### config.mk
export PLATFORM = sky130hd
export DESIGN_NAME = icache
export DESIGN_NICKNAME = d
export VERILOG_FILES = /design/src/rtl/cpu_types_pkg.sv /design/src/rtl/icache.sv
export SDC_FILE = /design/constraint.sdc
export NUM_CORES = 1
export LEC_CHECK = 0
export ABC_AREA = 1
export CAP_MARGIN = 15
export CORE_ASPECT_RATIO = 0.9
export CORE_MARGIN = 8
export CORE_UTILIZATION = 30
export DETAILED_ROUTE_END_ITERATION = 6
export PLACE_DENSITY = 0.49
export SYNTH_ARGS = -nofsm -noshare
export SYNTH_HDL_FRONTEND = slang
export SYNTH_SLANG_ARGS = --single-unit
### constraint.sdc
create_clock -name CLK -period 10 [get_ports CLK]
set_input_delay 2 -clock CLK [delete_from_list [all_inputs] [get_ports CLK]]
set_output_delay 2 -clock CLK [all_outputs]
set_load 0.01 [all_outputs]
### src/rtl/cpu_types_pkg.sv
// Shared CPU datapath types: machine word and the instruction-cache address split.
package cpu_types_pkg;

    localparam int WORD_W = 32;
    localparam int IIDX_W = 4;
    localparam int ITAG_W = WORD_W - IIDX_W - 2;

    typedef logic [WORD_W-1:0] word_t;

    typedef struct packed {
        logic [ITAG_W-1:0] tag;
        logic [IIDX_W-1:0] idx;
        logic [1:0]        bytoff;
    } icachef_t;

endpackage

### src/rtl/icache.sv
// Direct-mapped, one-word-per-frame, read-only instruction cache.
// Hits return data combinationally; a miss stalls in MISS until memory control drops iwait.
module icache
    import cpu_types_pkg::*;
#(
    parameter int SETS = 16
) (
    input  logic  CLK,
    input  logic  nRST,
    input  logic  imemREN,
    input  word_t imemaddr,
    input  logic  flush,
    output logic  ihit,
    output word_t imemload,
    output logic  iREN,
    output word_t iaddr,
    input  logic  iwait,
    input  word_t iload,
    output logic  dbg_miss_o
);

    localparam int IW = $clog2(SETS);
    localparam int TW = WORD_W - IW - 2;

    typedef enum logic {
        IDLE = 1'b0,
        MISS = 1'b1
    } state_t;

    state_t         state_q, state_d;
    word_t          miss_q, miss_d;
    logic [SETS-1:0] valid_q;
    logic [TW-1:0]  tag_q  [SETS];
    word_t          data_q [SETS];

    logic [TW-1:0]  req_tag;
    logic [IW-1:0]  req_idx;
    logic [TW-1:0]  miss_tag;
    logic [IW-1:0]  miss_idx;
    logic           fill;
    logic           unused_bytoff;

    assign req_tag       = imemaddr[WORD_W-1:IW+2];
    assign req_idx       = imemaddr[IW+1:2];
    assign miss_tag      = miss_q[WORD_W-1:IW+2];
    assign miss_idx      = miss_q[IW+1:2];
    assign unused_bytoff = ^imemaddr[1:0];
    assign dbg_miss_o    = (state_q == MISS);

    always_comb begin
        state_d  = state_q;
        miss_d   = miss_q;
        ihit     = 1'b0;
        imemload = '0;
        iREN     = 1'b0;
        iaddr    = '0;
        fill     = 1'b0;
        case (state_q)
            IDLE: begin
                if (imemREN && valid_q[req_idx] && (tag_q[req_idx] == req_tag)) begin
                    ihit     = 1'b1;
                    imemload = data_q[req_idx];
                end else if (imemREN) begin
                    miss_d  = {imemaddr[WORD_W-1:2], 2'b00};
                    state_d = MISS;
                end
            end
            MISS: begin
                // The latched address owns the fill; the live fetch address is ignored here.
                iREN  = 1'b1;
                iaddr = miss_q;
                if (!iwait) begin
                    fill    = 1'b1;
                    state_d = IDLE;
                end
            end
            default: state_d = IDLE;
        endcase
    end

    always_ff @(posedge CLK or negedge nRST) begin
        if (!nRST) begin
            state_q <= IDLE;
            miss_q  <= '0;
            valid_q <= '0;
        end else begin
            state_q <= state_d;
            miss_q  <= miss_d;
            // Flush beats a coincident fill: the frame is written but stays invalid.
            if (flush) begin
                valid_q <= '0;
            end else if (fill) begin
                valid_q[miss_idx] <= 1'b1;
            end
        end
    end

    always_ff @(posedge CLK) begin
        if (fill) begin
            tag_q[miss_idx]  <= miss_tag;
            data_q[miss_idx] <= iload;
        end
    end

endmodule

==> metrics, run 1 <==
Fin Setup TNS 0 ns; row cnt 127; actual slew at the worst max-slew pin 1.03 ns; CTS clk-pin slew, worst paths 0.06 ns; antenna violations before repair 4; hpwl dp 58,600 µm; Clock Sinks 975; clk_lat worst skew 0.70 ns; # fillers ~13k; clock tree buffer depth 3; core area 133,000 µm²; most frequent cell after synthesis edfxtp_1; post-synthesis cell type count 30; Setup crit start kind primary input; largest net degree at the start of global routing 218; CP max stage delay 0.58 ns; First-pass DRT Iterations 7; Final setup viols 0; Setup Fix Bufs, Post-CTS 0; nets 3,527; unrepaired setup endpoints after global routing false; share of layout cells above drive strength 1 7.05%; worst path cell trace clkbuf_8, inv_8, buf_4, nor2_1, o21ai_0, nand3_1, nand3_1, nand3_1, nand2_1, nand3_1, nor2_1, nand2_1, nor2_1, nand3_2, buf_4, nor2_1, clkdlybuf4s50_1; Final Slew Violations 0; CP Max Fanout just under 70; outcome finished, final reports clean; Worst Setup SP imemaddr[3]; Yosys top cell by area edfxtp_1; register area share after synthesis 72.5%; Tcrit/Tclk final 79.1%; CTS Buf Count 100; Setup Skew 0.0307 ns; Peak VDD IR 0.000138 V; first-iteration detailed-routing DRC count approximately 2.3k; Tmin final 7.91 ns; Psw 2.26 mW; GRT overflow 0; HP Class flop to flop; synthesized area per cell roughly 12 µm²; Syn-to-layout area delta 16.2%; DR vias/cell 4.92; Req. time, crit path 8.00 ns; IO Count 136; Die W 401 µm; GRT Total Usage between 10% and 20%; total wire length 119,000 µm; CP endpoint kind output pin; worst hold path startpoint valid_q[8]$_DFFE_PN0P_; average wire per cell in the routed design 22.6 µm; chip height 363 µm; Sw Share 24.0%; Mapped Area 40,100 µm²; leakage power total 16.8 nW; hold_buf cts 0; vias in the first global route 25.1k; CTS root buffer clkbuf_16; Synth area leaders edfxtp_1 (70%), nand2_1 (8.4%), nand3_1 (3.7%); Post-synth top cells edfxtp_1 (928), nand2_1 (896), nand3_1 (296); Synth top area share 69.5%; first-pass GRT wire length 174,000 µm; Fmax between 100 and 150 MHz; Crit Reg-Reg Startpoint dbg_miss_o$_DFF_PN0_; DRC viols 0; Hold Fails Final Rpt 0; CTS tree built; via count 26.0k; max-cap violation count 0; initial core utilization 30.2%; Gate power share ~7.4%; I/O Buffers 131; Crit-path slowest cell clkdlybuf4s50_1; Setup CP Type primary input to output pin; clock share of power 41.6%; final design utilization 35.1%; ys flop type edfxtp_1; internal power ~7.2 mW; Slew HR 31.2%; Die ar. 146,000 µm²; Synth Register Bits between 900 and 1k; Final GP Congestion 0.738; number of enable flip-flop cells after synthesis 928; PD cells approximately 200 nW/µm²; Resize count post-CTS 0; Reg power frac 51.0%; Worst EP arrival 5.91 ns; ys async rst share 4.82%; antenna-violating nets left 0; H-tree depth 3; Yosys warning count 0; Syn Inst Count 3,383
registers in the layout, summed over array words and instances (netlist names):
register	cells
miss_q	30
tag_q	416
dbg_miss_o	1
valid_q	16
data_q	512
final timing paths:
| path | depth (start not counted) | slack, ns | end |
|---|---|---|---|
| setup / recovery | 17 | 2.09 | imemload[26] |
| hold / removal | 1 | 0.50 | valid_q[8]$_DFFE_PN0P_ |
| setup reg to reg | 6 | 6.40 | data_q[2][31]$_DFFE_PP_ |
| hold reg to reg | 1 | 0.50 | valid_q[8]$_DFFE_PN0P_ |
| max in group asynchronous | 2 | 7.94 | dbg_miss_o$_DFF_PN0_ |
| min in group asynchronous | 2 | 1.47 | miss_q[20]$_DFFE_PN0P_ |
cell usage in the layout, fill, tap and decap left out, types with 4 or more instances in the layout:
cell             instances
o21ba_2                  6
nor2_4                  17
o31ai_1                 32
a21oi_1                253
clkdlybuf4s50_1        126
nor2_1                 208
buf_4                   51
clkbuf_1                28
clkbuf_8                10
edfxtp_1               928
a221oi_1               117
nor3_1                   4
o211ai_1                22
o21ai_0                 34
nand4_1                  9
nand3_1                296
buf_12                   6
o21ai_1                 43
nor2_2                  11
clkinv_2                15
dfrtp_1                 46
nand2_1                896
inv_1                  224
bufinv_16               14
clkinv_1                16
clkbuf_16              100
a31oi_1                  5
power groups by stage:
stage	Combinational, mW	Clock [mW]	Sequential [mW]
5_1_grt	0.770	4.15	4.82
3_5_place_dp	0.706	0	4.89
2_1_floorplan	0.393	0	4.84
3_3_place_gp	0.704	0	4.89
6_report	0.699	3.92	4.80
4_1_cts	0.708	4.00	4.81
worst max-delay path: cells and delay by family:
| family | cells | cell delay (ns) |
|---|---|---|
| AND/OR/NAND/NOR | 11 | 1.48 |
| AO/OA/AOI/OAI | 1 | 0.08 |
| buffers and inverters | 5 | 2.11 |
layer usage:
layer	vias up	global-route usage [%]	part of all wire [%]
met4	4	3.21	1.8
li1	12100	-	-
met5	-	0	0.023
met3	155	3.10	5.9
met2	690	25.4	46
met1	13100	22.4	46
area by class of cell:
class | instances | area, µm² | area share [%]
clock buffers | 137 | 2730 | 5.86
clock inverters | 51 | 711 | 1.53
flip-flops and latches | 975 | 29000 | 62.4
multi-input cells | 1962 | 9200 | 19.8
inverters | 231 | 897 | 1.93
repair buffers | 188 | 1810 | 3.90
diodes | 1 | 2.50 | 0.00537
well taps | 1741 | 2180 | 4.68
kinds of logic after synthesis:
group           after synthesis  synth area share [%]
other cells                   1               0.00936
flops                       975                  72.5
compound gates              515                  7.98
buf+inv                     447                  4.91
simple gates               1445                  14.6
metrics by stage:
step           area [µm²]  total power [mW]  worst slack [ns]  std cells  hold WS, ns
3_3_place_gp        43100              5.59              2.03       5096        0.479
5_1_grt             46600              9.75              1.73       5285        0.517
3_5_place_dp        43100              5.60              2.05       5096        0.489
2_1_floorplan       40100              5.23              4.30       3384        0.467
4_1_cts             46600              9.51              2.01       5284        0.503
6_report            46600              9.42              2.09       5286        0.500
No activity file was read; power rests on OpenSTA's default activity.
==> run 2: changes to the inputs <==
clock period = 8 ns   (was 10 ns; I/O delays follow)
==> run 2 against run 1 <==
  * Global-route usage decreased by 0.24 points
  * Worst setup slack got worse by 0.94 ns
  * Power increased by 22%
  * Via count decreased by 0.47%
  * Non-clock buffer count increased by 6
  * Critical path type unchanged
==> metrics, run 2 (synthesis results as in run 1) <==
First-pass DRT Iterations 5 (was 7); Tmin final 6.86 ns; actual slew at the worst max-slew pin 1.13 ns (was 1.03 ns); core area 133,000 µm² (unchanged); share of layout cells above drive strength 1 6.92% (was 7.05%); Slew HR 24.7% (was 31.2%); CP Max Fanout 75 (was 69); hold_buf cts 0 (unchanged); Die ar. 146,000 µm² (unchanged); Fmax 146 MHz; Clock Sinks 975 (unchanged); first-pass GRT wire length 172,000 µm (was 174,000 µm); HP Class flop to flop (unchanged); Tcrit/Tclk final a little under nine tenths; Fin Setup TNS 0 ns (unchanged); Setup CP Type primary input to output pin (unchanged); commonest non-fill, non-tap cells in the layout edfxtp_1 (928), nand2_1 (896), nand3_1 (296), a21oi_1 (253), inv_1 (224) (unchanged); Final setup viols 0 (unchanged); worst hold margin 0.501 ns (was 0.500 ns); leakage power total 16.7 nW (was 16.8 nW); via count 25.9k (was 26.0k); Resize count post-CTS 0 (unchanged); flip-flop count of the largest register after layout 512 (unchanged); total wire length 118,000 µm (was 119,000 µm); Peak VDD IR 0.000187 V (was 0.000138 V); CTS tree built (unchanged); CP endpoint kind output pin (unchanged); # placed instances 5,103 (was 5,096); register area 29,000 µm² (unchanged); Final Slew Violations 0 (unchanged); PD cells 247 nW/µm² (was 202 nW/µm²); # fillers 13.1k (about the same); DRC viols 0 (unchanged); Setup crit start kind primary input (unchanged); outcome finished, final reports clean (unchanged); nets 3,531 (was 3,527); Post-Layout Cell Count 5,285 (was 5,286); largest net degree at the start of global routing 137 (was 218); average wire per cell in the routed design 22.3 µm (was 22.6 µm); CTS root buffer clkbuf_16 (unchanged); Syn-to-layout area delta 15.7% (was 16.2%); antenna violations before repair 5 (was 4); Worst EP arrival 5.26 ns (was 5.91 ns); clk_lat worst skew 0.69 ns (was 0.70 ns); max-cap violation count 0 (unchanged); Setup Skew 0.0382 ns (was 0.0307 ns); row cnt 127 (unchanged); initial core utilization 30.2% (unchanged); Req. time, crit path 6.40 ns (was 8.00 ns); Final GP Congestion 0.782 (was 0.738); CTS Buf Count 98 (was 100); Hold Fails Final Rpt 0 (unchanged); Setup Fix Bufs, Post-CTS 0 (unchanged); largest reg by FF count data_q (unchanged); most common cell after layout, fill and taps aside edfxtp_1 (unchanged); unrepaired setup endpoints after global routing false (unchanged); Multi-input gate area 9200 µm² (unchanged); DR vias/cell 4.90 (was 4.92); H-tree depth 3 (unchanged); biggest regs data_q: 512 flops, tag_q: 416 flops, miss_q: 30 flops (unchanged); CTS clk-pin slew, worst paths 0.06 ns (about the same); IO Count 136 (unchanged); hpwl dp 60,400 µm (was 58,600 µm); GRT overflow 0 (unchanged); chip height 363 µm (unchanged); vias in the first global route 24.5k (was 25.1k); Die W 401 µm (unchanged); first-iteration detailed-routing DRC count 2,347 (was 2,264); clock tree buffer depth 3 (unchanged); I/O Buffers 131 (unchanged); GRT Total Usage 15.6% (was 15.9%); antenna-violating nets left 0 (unchanged)
==> run 2: cell types whose count changed in the layout (fill, tap and decap cells not counted), moves of 4 or more <==
cell / change
clkinvlp_4: +5
bufinv_16: -6
clkinv_1: +4
clkinv_2: -5
buf_4: +7
clkbuf_8: -4
==> run 2: layout make-up <==
class | count | share of cell area [%]
repair buffers | 194 | 4.02
inverters | 231 | 1.94
clock buffers | 129 | 5.70
multi-input cells | 1962 | 19.8
flip-flops and latches | 975 | 62.7
clock inverters | 49 | 1.13
diodes | 4 | 0.0216
well taps | 1741 | 4.70
==> run 2: layer usage <==
metal	routed length (µm)	GRT usage (%)	vias to the layer above	share of wire (%)
met1	55000	22.5	12900	47
met2	53900	24.9	722	46
li1	-	-	12100	-
met5	42	0	-	0.036
met3	6910	2.61	147	5.9
met4	2040	3.20	6	1.7
==> run 2: report_power, final <==
group          leakage, nW  internal, mW  switching, mW
registers             8.99          5.84          0.164
clock network         1.52          2.59           1.98
logic                 6.19         0.252          0.624
total                 16.7          8.68           2.77
==> run 2: metrics by stage <==
| stage | util (%) | power [mW] | cell area [µm²] | setup WS [ns] |
|---|---|---|---|---|
| after floorplan | - | 6.54 | 40100 | 3.10 |
| after detailed placement | 32.5 | 7.00 | 43200 | 1.14 |
| final | 34.9 | 11.5 | 46400 | 1.14 |
| after global placement | 32.5 | 6.99 | 43200 | 1.12 |
| after CTS | 34.9 | 11.6 | 46300 | 1.10 |
| after global routing | 34.9 | 11.9 | 46300 | 0.821 |
==> run 2: final timing paths <==
kind	startpoint	to	slack (ns)	cells past startpoint
hold / removal	valid_q[15]$_DFFE_PN0P_	valid_q[15]$_DFFE_PN0P_	0.50	2
max in group asynchronous	nRST	dbg_miss_o$_DFF_PN0_	6.36	2
hold reg to reg	valid_q[15]$_DFFE_PN0P_	valid_q[15]$_DFFE_PN0P_	0.50	2
setup / recovery	imemaddr[3]	imemload[28]	1.14	15
min in group asynchronous	nRST	miss_q[6]$_DFFE_PN0P_	1.07	2
setup reg to reg	dbg_miss_o$_DFF_PN0_	tag_q[11][9]$_DFFE_PP_	4.41	6
==> run 2: critical path, stage by stage <==
cell and delay (ns):
clkbuf_8 0.14, inv_8 0.37, buf_12 0.34, o211ai_1 0.16, nand3_1 0.11, nand3_1 0.17
nand3_1 0.18, nand4_1 0.15, nor2_1 0.19, nand2_1 0.07, nor2_1 0.32, nand3_2 0.10
buf_4 0.33, nor2_1 0.27, clkdlybuf4s50_1 0.59
